**src/rtl/mem_responder_if.sv**
```systemverilog
// Request/hit bundle between the pipeline request unit and mem_responder.
// master = request unit (drives REN/WEN, addresses, store data);
// slave  = responder (drives ihit/dhit pulses and load data).
interface mem_responder_if #(
    parameter int AW = 32,
    parameter int DW = 32
);
    logic          iREN;
    logic [AW-1:0] iaddr;
    logic          dREN;
    logic          dWEN;
    logic [AW-1:0] daddr;
    logic [DW-1:0] dstore;
    logic          ihit;
    logic          dhit;
    logic [DW-1:0] iload;
    logic [DW-1:0] dload;

    modport master (
        output iREN, iaddr, dREN, dWEN, daddr, dstore,
        input  ihit, dhit, iload, dload
    );

    modport slave (
        input  iREN, iaddr, dREN, dWEN, daddr, dstore,
        output ihit, dhit, iload, dload
    );
endinterface

```
**src/rtl/mem_responder.sv**
```systemverilog
// Variable-latency responder: arbitrates I/D requests onto a single-port RAM.
// Ports: CLK, RST (async, active-high); req = request bundle (slave side);
// ramREN/ramWEN/ramaddr/ramstore -> RAM, ramload/ramready <- RAM;
// err = sticky flag for simultaneous dREN and dWEN at a grant.
module mem_responder #(
    parameter int LAT    = 2,
    parameter int STARVE = 4,
    parameter int AW     = 32,
    parameter int DW     = 32
) (
    input  logic          CLK,
    input  logic          RST,
    mem_responder_if.slave req,
    output logic          ramREN,
    output logic          ramWEN,
    output logic [AW-1:0] ramaddr,
    output logic [DW-1:0] ramstore,
    input  logic [DW-1:0] ramload,
    input  logic          ramready,
    output logic          err
);
    localparam logic [3:0] LAT_C    = 4'(LAT);
    localparam logic [3:0] STARVE_C = 4'(STARVE);

    typedef enum logic [1:0] {IDLE, ACC, RESP} state_t;

    state_t        state, state_n;
    logic          own_d;
    logic          wr;
    logic [AW-1:0] addr_r;
    logic [DW-1:0] store_r;
    logic [DW-1:0] iload_r;
    logic [DW-1:0] dload_r;
    logic [3:0]    cnt;
    logic [3:0]    starve;
    logic          grant_i;
    logic          grant_d;
    logic          done;
    logic          data_req;

    assign data_req = req.dREN | req.dWEN;

    always_ff @(posedge CLK or posedge RST) begin
        if (RST) state <= IDLE;
        else     state <= state_n;
    end

    // Data normally wins; a full starve count hands one grant to iREN.
    always_comb begin
        state_n = state;
        grant_i = 1'b0;
        grant_d = 1'b0;
        done    = 1'b0;
        unique case (state)
            IDLE: begin
                if (req.iREN && (!data_req || starve == STARVE_C)) begin
                    grant_i = 1'b1;
                    state_n = ACC;
                end else if (data_req) begin
                    grant_d = 1'b1;
                    state_n = ACC;
                end
            end
            ACC: begin
                if (cnt == LAT_C && ramready) begin
                    done    = 1'b1;
                    state_n = RESP;
                end
            end
            RESP:    state_n = IDLE;
            default: state_n = IDLE;
        endcase
    end

    always_ff @(posedge CLK or posedge RST) begin
        if (RST) begin
            own_d   <= 1'b0;
            wr      <= 1'b0;
            addr_r  <= '0;
            store_r <= '0;
            iload_r <= '0;
            dload_r <= '0;
            cnt     <= '0;
            starve  <= '0;
            err     <= 1'b0;
        end else if (grant_i || grant_d) begin
            own_d   <= grant_d;
            // A combined dREN/dWEN request is serviced as a write.
            wr      <= grant_d & req.dWEN;
            addr_r  <= grant_d ? req.daddr : req.iaddr;
            store_r <= req.dstore;
            cnt     <= '0;
            if (grant_d && req.dREN && req.dWEN)
                err <= 1'b1;
            if (grant_d && req.iREN) begin
                if (starve != STARVE_C)
                    starve <= starve + 4'd1;
            end else begin
                starve <= '0;
            end
        end else if (state == ACC) begin
            if (cnt != LAT_C)
                cnt <= cnt + 4'd1;
            if (done && !wr) begin
                if (own_d) dload_r <= ramload;
                else       iload_r <= ramload;
            end
        end
    end

    assign ramREN    = (state == ACC) && !wr;
    assign ramWEN    = (state == ACC) && wr;
    assign ramaddr   = addr_r;
    assign ramstore  = store_r;
    assign req.ihit  = (state == RESP) && !own_d;
    assign req.dhit  = (state == RESP) && own_d;
    assign req.iload = iload_r;
    assign req.dload = dload_r;
endmodule

```
**src/flat_wrapper.sv**
```systemverilog
// flat-port wrapper written by rule: the top's interface ports become plain ports
module mem_responder_flat 
#(
    parameter int LAT    = 2,
    parameter int STARVE = 4,
    parameter int AW     = 32,
    parameter int DW     = 32
)
  (CLK, RST, ramREN, ramWEN, ramaddr, ramstore, ramload, ramready, err, req_iREN, req_iaddr, req_dREN, req_dWEN, req_daddr, req_dstore, req_ihit, req_dhit, req_iload, req_dload);
  mem_responder_if #(.AW(AW), .DW(DW)) req_i ();
  input  logic CLK;
  input  logic RST;
  output logic ramREN;
  output logic ramWEN;
  output logic [AW-1:0] ramaddr;
  output logic [DW-1:0] ramstore;
  input  logic [DW-1:0] ramload;
  input  logic ramready;
  output logic err;
  input wire logic [$bits(req_i.iREN)-1:0] req_iREN;
  input wire logic [$bits(req_i.iaddr)-1:0] req_iaddr;
  input wire logic [$bits(req_i.dREN)-1:0] req_dREN;
  input wire logic [$bits(req_i.dWEN)-1:0] req_dWEN;
  input wire logic [$bits(req_i.daddr)-1:0] req_daddr;
  input wire logic [$bits(req_i.dstore)-1:0] req_dstore;
  output wire logic [$bits(req_i.ihit)-1:0] req_ihit;
  output wire logic [$bits(req_i.dhit)-1:0] req_dhit;
  output wire logic [$bits(req_i.iload)-1:0] req_iload;
  output wire logic [$bits(req_i.dload)-1:0] req_dload;
  assign req_i.iREN = req_iREN;
  assign req_i.iaddr = req_iaddr;
  assign req_i.dREN = req_dREN;
  assign req_i.dWEN = req_dWEN;
  assign req_i.daddr = req_daddr;
  assign req_i.dstore = req_dstore;
  assign req_ihit = req_i.ihit;
  assign req_dhit = req_i.dhit;
  assign req_iload = req_i.iload;
  assign req_dload = req_i.dload;
  mem_responder #(.LAT(LAT), .STARVE(STARVE), .AW(AW), .DW(DW)) u_core (.CLK(CLK), .RST(RST), .req(req_i), .ramREN(ramREN), .ramWEN(ramWEN), .ramaddr(ramaddr), .ramstore(ramstore), .ramload(ramload), .ramready(ramready), .err(err));
endmodule
```
**config.mk**
```make
export PLATFORM = sky130hd
export DESIGN_NAME = mem_responder_flat
export DESIGN_NICKNAME = d
export VERILOG_FILES = /design/src/rtl/mem_responder_if.sv /design/src/rtl/mem_responder.sv /design/src/flat_wrapper.sv
export SDC_FILE = /design/constraint.sdc
export NUM_CORES = 1
export LEC_CHECK = 0
export BUFFER_PORTS_ARGS = -buffer_cell sky130_fd_sc_hd__buf_2
export CAP_MARGIN = 10
export CORE_MARGIN = 10
export CORE_UTILIZATION = 36
export CTS_CLUSTER_DIAMETER = 200
export CTS_CLUSTER_SIZE = 10
export DETAILED_ROUTE_END_ITERATION = 8
export GPL_ROUTABILITY_DRIVEN = 0
export SYNTH_ARGS = -nofsm -noshare
export SYNTH_HDL_FRONTEND = slang
export SYNTH_SLANG_ARGS = --single-unit
```
**constraint.sdc**
```tcl
create_clock -name CLK -period 5.7 [get_ports CLK]
set_input_delay 0.285 -clock CLK [delete_from_list [all_inputs] [get_ports CLK]]
set_output_delay 0.285 -clock CLK [all_outputs]
set_load 0.02 [all_outputs]
```
Word level (Yosys, flattened, before mapping). Index checks and enable logic that the tools add are counted.

Memories: 0. Bits in registers: 141. Memory bits (writable): 0. Input bits: 134. Bits in read-only memories: 0. Output and inout port bits: 133. Bits in latches: 0.

Bitwise gates (word level): 4. Reduce and logical (&&, ||, !) cells: 24. Add/subtract/negate cells: 2. Eq/ne operators: 9. Mux-type cells: 17. Multiply operators: 0. Shifts and indexed selects: 0. Magnitude comparators: 0. Divide/modulo/power cells: 0.

Operator list (count): two-way mux 32 bit (1); two-way mux 4 bit (5); logical AND 1 bit (10); adder 4 x 1 -> 4 bit (second input constant) (2); AND reduction 2 bit (4); AND reduction 4 bit (2); two-way mux 1 bit (7); two-way mux 2 bit (3); equality test 4 x 2 -> 1 bit (second input constant) (1); equality test 4 x 3 -> 1 bit (second input constant) (1); != test 4 x 2 -> 1 bit (second input constant) (1); != test 4 x 3 -> 1 bit (second input constant) (1); case mux 2 bit (2 select lines) (1); nonzero test 2 bit (2); logical NOT 1 bit (3); != test 3 x 1 -> 1 bit (second input constant) (1); equality test 2 x 1 -> 1 bit (second input constant) (1); equality test 2 bit (second input constant) (1); logical NOT 2 bit (1); logical OR 1 bit (2); != test 2 x 1 -> 1 bit (second input constant) (1); != test 2 bit (second input constant) (1); NOT 1 bit (2); AND 1 bit (1); bitwise OR 1 bit (1).

Logic depth before layout (Yosys ltp). Gate-level depths: netlist (run 1).

Depth in word-level cells: 9. Depth in mapped cells: 8. Mapped depth without buffers: 6.

Worst setup path before layout (run 1). Ideal clock, no wire load.

Path type: reg2reg. Start: register u_core.cnt[0]. End: register u_core.iload_r[0], in the netlist u_core.req.iload[0]. Required time: 5.575 ns. Cell stages (with the launch flop): 8. Arrival: 1.569 ns. Buffers on the path: 1. Library setup time: 0.125 ns. Slack: 4.006 ns. Period minus slack after synthesis: 1.694 ns. Path through: dfrtp_1 inv_1 ha_1 nor3b_2 and2_2 nand3b_4 buf_6 mux2_4.

Cells in the longest elaborated chain, start to end: 6.

RTL lines: start: declaration (RTL line mem_responder.sv:34) `logic [3:0] cnt;`; start signal: assignment (RTL line mem_responder.sv:103) `cnt <= cnt + 4'd1;`; equality test 4 x 2 -> 1 bit (RTL line mem_responder.sv:65) `if (cnt == LAT_C && ramready) begin`; logical AND 1 bit (RTL line mem_responder.sv:65); two-way mux 1 bit (RTL line mem_responder.sv:65); two-way mux 1 bit (RTL line mem_responder.sv:54) `unique case (state)`; logical AND 1 bit (RTL line mem_responder.sv:104) `if (done && !wr) begin`; AND reduction 4 bit (no source line); end signal: assignment (RTL line mem_responder.sv:106) `else iload_r <= ramload;`; end: declaration (RTL line mem_responder.sv:32) `logic [DW-1:0] iload_r;`.

No other way between the ends. A chain may end at the register's enable or synchronous reset.

Worst setup path in the final report (run 1).
Start: register u_core.cnt[0]. End: register u_core.iload_r[18], in the netlist u_core.req.iload[18].

The elaborated chain is that of the path after synthesis.

==> results of run 1 <==
-- routing by layer --
metal	GRT usage, %	up-vias
li1	-	2149
met5	0	-
met1	17.5	2196
met2	23.5	186
met4	3.68	0
met3	6.13	15
-- logic make-up after synthesis --
logic type,synth area share (%)
mux,21.2
buf+inv,3.39
fa+ha+maj,0.831
compound gates,3.86
flops,58.6
xor+xnor,0.145
simple gates,12.0
-- area by class of cell --
class                   instances  share of cell area (%)
clock inverters                13                    2.04
flip-flops and latches        141                    43.5
well taps                     220                    3.40
inverters                       5                   0.293
multi-input cells             308                    28.4
clock buffers                  19                    5.34
diodes                          2                  0.0617
repair buffers                271                    16.9
-- cells in the final DEF (no fill, tap or decap), types with 2 or more instances in the layout --
cell type / n
clkinvlp_4: 3
clkbuf_16: 17
bufinv_16: 3
dfrtp_1: 141
inv_1: 4
mux2_4: 60
clkbuf_1: 2
or3_1: 2
mux2i_1: 33
clkinv_2: 3
o21ai_1: 8
mux2_2: 4
nand3_1: 3
diode_2: 2
nand2_1: 135
nor2_1: 4
ha_1: 4
buf_4: 4
nor3_1: 2
buf_2: 266
a21oi_1: 2
o21ai_0: 30
inv_6: 3
-- stage by stage --
step,setup slack (ns),hold WS (ns)
floorplan,1.63,0.390
global placement,3.50,0.418
detailed placement,3.40,0.430
CTS,3.37,0.0424
global route,3.22,0.0457
finish,3.38,0.0575
-- power groups by stage --
stage	Clock [mW]	Combinational (mW)	Sequential, mW
after floorplan	0	0.800	2.13
after global placement	0	1.87	1.67
after detailed placement	0	1.92	1.68
after CTS	1.15	1.92	1.67
after global routing	1.19	2.04	1.72
final	1.12	1.88	1.67
-- cell usage after synthesis (2+ instances only) --
cell type    n
clkbuf_1     7
o21ai_0     30
nand2_1    135
or3_1        3
mux2_2       4
dfrtp_1    141
nor2_1       4
mux2_4      60
nor3_1       3
a21oi_1      2
o21ai_1      8
ha_1         4
buf_8        2
buf_2        7
inv_1        5
buf_1        2
buf_6        7
mux2i_1     33
nand3_1      3
-- critical path: stages (launching register included) --
cell      delay, ns
dfrtp_1        0.42
inv_1          0.09
ha_1           0.14
nor3b_2        0.24
and2_2         0.26
nand3b_4       0.52
mux2_4         0.50
-- final timing paths --
path,end,slack [ns],depth (start not counted)
worst min-delay path,u_core.ramstore[26],0.06,3
worst min register to register,u_core.ramstore[11],0.47,2
min in group asynchronous,u_core.ramaddr[11],0.51,3
worst max register to register,u_core.req.iload[18],3.38,6
worst max-delay path,u_core.req.iload[18],3.38,6
max in group asynchronous,u_core.req.dload[8],3.81,4
-- state kept, by name (all words and copies together) (netlist names) --
name / count
u_core.wr: 1
u_core.ramstore: 32
u_core.starve: 4
u_core.state: 2
u_core.req.dload: 32
u_core.req.iload: 32
u_core.own_d: 1
u_core.ramaddr: 32
u_core.err: 1
u_core.cnt: 4
-- what timing repair did --
item / 4_1_cts / 5_1_grt
setup endpoints to repair: 0 / 0
hold endpoints to repair: 68 / 0
hold buffers: 1 / 0
==> results.txt, run 1 <==
- Result of the run: finished, final reports clean
* Worst Skew: 0.00693 ns
* Part of the power in registers: between 30% and 40%
- Number of hold-slack violations in the final timing report: 0
- The completed layout was analyzed and its total power is between 4 and 5 mW.
* CTS tree: yes
* Setup repair after global routing missed its margin: no
- Max Freq: 431 MHz
* Half-perimeter wire length after placement: ~12 mm
* Final number of setup-violating endpoints: 0
* Clock latency on the worst-skew pair: between 0.4 and 0.5 ns
* Total area of multi-input combinational cells: 0.00230 sq mm
* First-pass GRT wire length: 25.6 mm
- Share of cells above drive strength 1: between 40% and 50%
- The most critical setup path has its startpoint at u_core.cnt[0].
* CTS buffer count: 17
- After synthesis, the share of flip-flops with an asynchronous set or reset is 100%.
- Number of synthesized flops with an enable pin: 0
- Counting every net in the synthesized netlist gives 618.
- Combinational cells account for roughly 40% of the total power.
* Combined flip-flop and latch cell area: ~0.0035 sq mm
* Antenna violations before repair: 2
- Static Leak: between 4 and 5 nW
* 1st-iter DRT viols: approximately 150
* Maximum capacitance violations: 0
- Counting every sink on the clock net gives approximately 140.
- Number of instances resized during post-cts repair: 0
* Post-detailed-routing wire length: ~17 mm
- In the detailed route, the total length drawn on met2 is between 7 and 8 mm.
* Final min period: between 2 and 2.5 ns
- Largest net degree at the start of global routing: between 70 and 80
- Once layout is complete, the utilization of the core stands at approximately half.
* Area contributors post-synth: dfrtp_1, mux2_4, nand2_1, mux2i_1, o21ai_0
- The clock tree synthesis step divided the H-tree into 4 levels.
- The routed design uses 1.35 mm of met3 wire.
* TNS Setup: 0 ns
- Post-DR wirelength/cell: 16.9 um
* Share of the synthesized area in the top cell type: between 50% and 60%
- Dividing total power by cell area gives a power density of 575 mW/mm^2.
- STA classifies the critical path startpoint as a flip-flop.
- In this run the cell area measured after placement is 0.00749 sq mm.
* M1 WL: 7.15 mm
- Data required time of the critical path: roughly 6 ns
* Pre-Repair DR Iteration Count: 4
- Headroom to the max-slew limit came out at roughly 39%.
- Arrival time reported for the critical path endpoint: ~2.6 ns
- Power spent charging and discharging nets: 1.81 mW
- The via count of the first global-routing pass came to between 4000 and 5000.
- The min-delay analysis places its worst path in the category input port to flip-flop.
- No sink is reached through more buffers than the 2 on the longest clock path.
- The synthesized design contains between 100 and 150 register bits.
- Area of all placed cells without fillers: 0.00811 sq mm
- 267 I/O pins were placed.
* Die Span Y: 149 um
- Fraction of power spent switching nets: 38.9%
* Residual overflow from global routing: 0
* Startpoint-to-endpoint class of the critical path: flip-flop to flip-flop
- Via count: 4546
- Counting the fill cells in the layout gives roughly 1500.
- Total Nets Final: 882
- Synthesis warning total: 0
- In the routed layout, each cell is associated on average with a via count of 4.64.
* Area of the placeable core: approximately 0.016 sq mm
- Root buffer cell: clkbuf_16
* Total die area: approximately 0.022 sq mm
- For the pin with the worst max-slew slack, the measured transition is about 0.9 ns.
- Global routing used roughly 15% of the available tracks.
- Area growth syn-to-layout: 34.6%
- The final-report max-slew violation count is 0.
* Worst-path maximum fanout: 32
- Count of non-filler cells in the finished layout: slightly below 1000
- Port Buf Inserts: 266
* Dominant register cell in the synthesized netlist: dfrtp_1
- The startpoint identified for the worst hold timing path is req_dstore[26].
* Post-CTS setup repair buffer count: 0
- Cell Count Post-Placement: between 900 and 1000
- Worst vdd ir: approximately 0.00022 V
- Netlist area before placement: approximately 0.006 sq mm
* Cell count after synthesis: between 400 and 500
- The synthesized netlist contains 39 unique library cells.
* Period utilization: between 40% and 50%
- The average instance in the mapped netlist occupies approximately 13 sq um.
- DRC Markers: 0
* Die boundary width: around 150 um
- Clk pin slew, worst setup/hold paths: roughly 0.06 ns
* Launch point of the worst reg-to-reg path: u_core.cnt[0]
- Part of the total power dissipated in the clock network: 23.9%
- Summed over all instances, the cell type with the most area after synthesis is dfrtp_1.
- Sequential cells were found to cover approximately 59% of the synthesized design area.
- Internal power summed over all cells: between 2 and 3 mW
- Once the floorplan was initialized, standard cells occupied a little over a third of the core.
- In this run the remaining antenna-violating nets after routing total 0.
* Sort of element at the end of the critical path: flip-flop
- In this run the core area contains 47 standard-cell rows.
* Highest metal layer used by the detailed router: met4
Power figures use the tool's default switching activity.
==> run 2: changes to the inputs <==
==> constraint.sdc (replaced) <==
create_clock -name CLK -period 2.3 [get_ports CLK]
set_input_delay 0.115 -clock CLK [delete_from_list [all_inputs] [get_ports CLK]]
set_output_delay 0.115 -clock CLK [all_outputs]
set_load 0.02 [all_outputs]
==> run 2 against run 1 <==
Sequential cell count did not move. Sequential share of layout area is 5.7 points lower. Clock skew is 0.00076 ns higher. Routed wire length rose by 11%.
==> results.txt, run 2 (synthesized netlist as in run 1, its figures left out) <==
- Combinational cells account for approximately 41% of the total power.
* Overall global routing resource usage: 16.7%
- Initial core utilization: 36.6%
- The via count of the first global-routing pass is roughly 5500.
- Count of non-filler cells in the finished layout: 1094
- In this run switching power makes up 38.9% of total power.
* Post-detailed-route via-to-cell ratio: between 4 and 5
- Setup repair after global routing missed its margin: no
- Maximum capacitance violations: 0
- Launch point of the worst reg-to-reg path: u_core.cnt[0]
* Antenna violations before repair: 2
- Part of the power in registers: between 30% and 40%
* Number of buffers on the longest clock path: 2
* Arrival time reported for the critical path endpoint: 2.25 ns
- Dpl cell area: approximately 0.0076 sq mm
- Max Freq: around 510 MHz
- Static Leak: just over 5 nW
- For this design the top-level I/O count stands at 267.
- Worst vdd ir: around 0.00070 V
- Period utilization: approximately 85%
* Worst hold path depth: 3
- The floorplan step set the die width to between 100 and 150 um.
- The critical path contains buffers and inverters numbering 2 combined.
* Cell Count Post-Placement: 950
- In this design, the stage delay of the slowest critical-path cell is between 0.4 and 0.5 ns.
* Residual overflow from global routing: 0
* Root buffer cell: clkbuf_16
- Setup violations remaining at the end of the flow were counted as 0.
* Result of the run: finished, final reports clean
- Clock-pin slew was measured on the worst setup and hold paths at roughly 0.060 ns.
* Internal power summed over all cells: between 7 and 8 mW
* Worst reg-to-reg setup slack: roughly 0.34 ns
* Data required time of the critical path: about 2.6 ns
- The H-tree was split into 4 levels.
- DRC Markers: 0
* Worst Skew: between 0.007 and 0.008 ns
- The number of hold buffers added after CTS was between 100 and 150.
- Total die area: approximately 0.022 sq mm
* Most common cell after layout, fill and taps aside: buf_2
- Number of clock sinks seen by CTS: between 100 and 150
* Area growth syn-to-layout: 54.9%
- Destination of the worst register-to-register timing path: u_core.req.dload[12]
* Overall power after layout: ~12 mW
- Post-DR wirelength/cell: about 17 um
* Most frequent cells in the layout: buf_2, dfrtp_1, nand2_1
- Post-CTS setup repair buffer count: 0
* Cell area power density: about 1300 mW/mm^2
* Worst-case reg-to-reg path depth: 7
- Total Nets Final: about 1000
* Largest net degree at the start of global routing: between 70 and 80
- Headroom to the max-slew limit came out at 54.8%.
* CTS buffer count: 17
- Per report_power, the clock group accounts for around a quarter of the total.
- Number of hold-slack violations in the final timing report: 0
* Cell-by-cell trace of the critical path: inv_1, ha_1, nor3b_2, and2_2, nand3_4, buf_12, mux2_4
* CTS tree: yes
* Clock latency on the worst-skew pair: a little over 0.4 ns
- Post-detailed-route count of antenna-violating nets: 0
- Port Buf Inserts: 266
- TNS Setup: 0 ns
- The worst setup path is launched from a flip-flop.
- Sort of element at the end of the critical path: flip-flop
- Of all nets on the critical path, the largest fanout is 27.
- Count of fill cells added during filler insertion: 1379
- Measured along the y axis, the die boundary spans roughly 150 um.
- After legalization and detailed placement, the total HPWL measured about 13 mm.
- The critical path in this run is classified as flip-flop to flip-flop.
- Area of all placed cells without fillers: slightly above 0.009 sq mm
- The routed design has 18.3 mm of wire.
- Min-Delay Startpoint: req_daddr[20]
- At the placement stage, the worst setup path has a slack of roughly 0.34 ns.
- The tightest min-delay check is of the input port to flip-flop type.
- The detailed router placed approximately 5000 vias in this run.
* Slowest CP cell: dfrtp_1
* 1st-iter DRT viols: about 200
- First-pass GRT wire length: a little under 30 mm
- In the post-route analysis, the smallest setup slack over all paths is between 0.3 and 0.4 ns.
- The post-route netlist has a little over two fifths of its cells at a drive strength greater than 1.
- After floorplanning, the core was divided into 47 placement rows.
- The analysis attributes to net switching a power of roughly 4.6 mW.
- Number of instances resized during post-cts repair: 0
- Cell family with the largest share of critical-path delay: simple AND/OR/NAND/NOR gates
- For the pin with the worst max-slew slack, the measured transition is slightly below 0.7 ns.
- The region available for standard cell placement spans 0.0165 sq mm.
- Pre-Repair DR Iteration Count: 4
- Hold EP: u_core.ramaddr[20]
- The final-report max-slew violation count is 0.
* Final min period: around 2.0 ns
- The most critical setup path has its startpoint at u_core.cnt[0].
run 2: routing by layer:
| metal | global-route usage [%] | vias up | share of wire (%) |
|---|---|---|---|
| li1 | - | 2373 | - |
| met3 | 6.64 | 29 | 8.4 |
| met5 | 0 | - | 0 |
| met2 | 27.3 | 191 | 48 |
| met1 | 19.5 | 2396 | 41 |
| met4 | 5.89 | 0 | 2.3 |
run 2: power by group through the flow:
stage               sequential [mW]  combinational [mW]  clock, mW
floorplan                      5.27                1.98          0
global placement               4.14                4.67          0
detailed placement             4.16                4.80          0
CTS                            4.15                4.94       2.95
global route                   4.29                5.32       3.09
finish                         4.15                4.88       2.88
run 2: final cells by class:
type                       count  area, sq um  area share, %
clock inverter                14          184           1.97
clock buffer                  18          439           4.71
antenna                        2         5.00         0.0536
tap                          220          275           2.95
timing repair buffer         386         2570           27.5
multi-input combinational    308         2300           24.7
sequential                   141         3530           37.8
inverter                       5         22.5          0.241
run 2: worst max path at each step:
stage	depth (start not counted)	end
CTS	7	u_core.req.dload[12]
detailed placement	7	u_core.req.dload[17]
global placement	7	u_core.req.dload[13]
finish	7	u_core.req.dload[12]
global route	7	u_core.req.dload[13]
floorplan	1	u_core.cnt[0]
run 2: worst register-to-register path: stages (launching register included):
cell and delay (ns):
dfrtp_1 0.42, inv_1 0.07, ha_1 0.13, nor3b_2 0.24, and2_2 0.26, nand3_4 0.15, buf_12 0.23, mux2_4 0.34
run 2: per-stage QoR:
step	hold WS [ns]	util (%)
after floorplan	0.220	-
after global placement	0.226	46.2
after detailed placement	0.229	46.2
after CTS	0.000625	56.6
after global routing	0.0129	56.7
final	0.0148	56.7
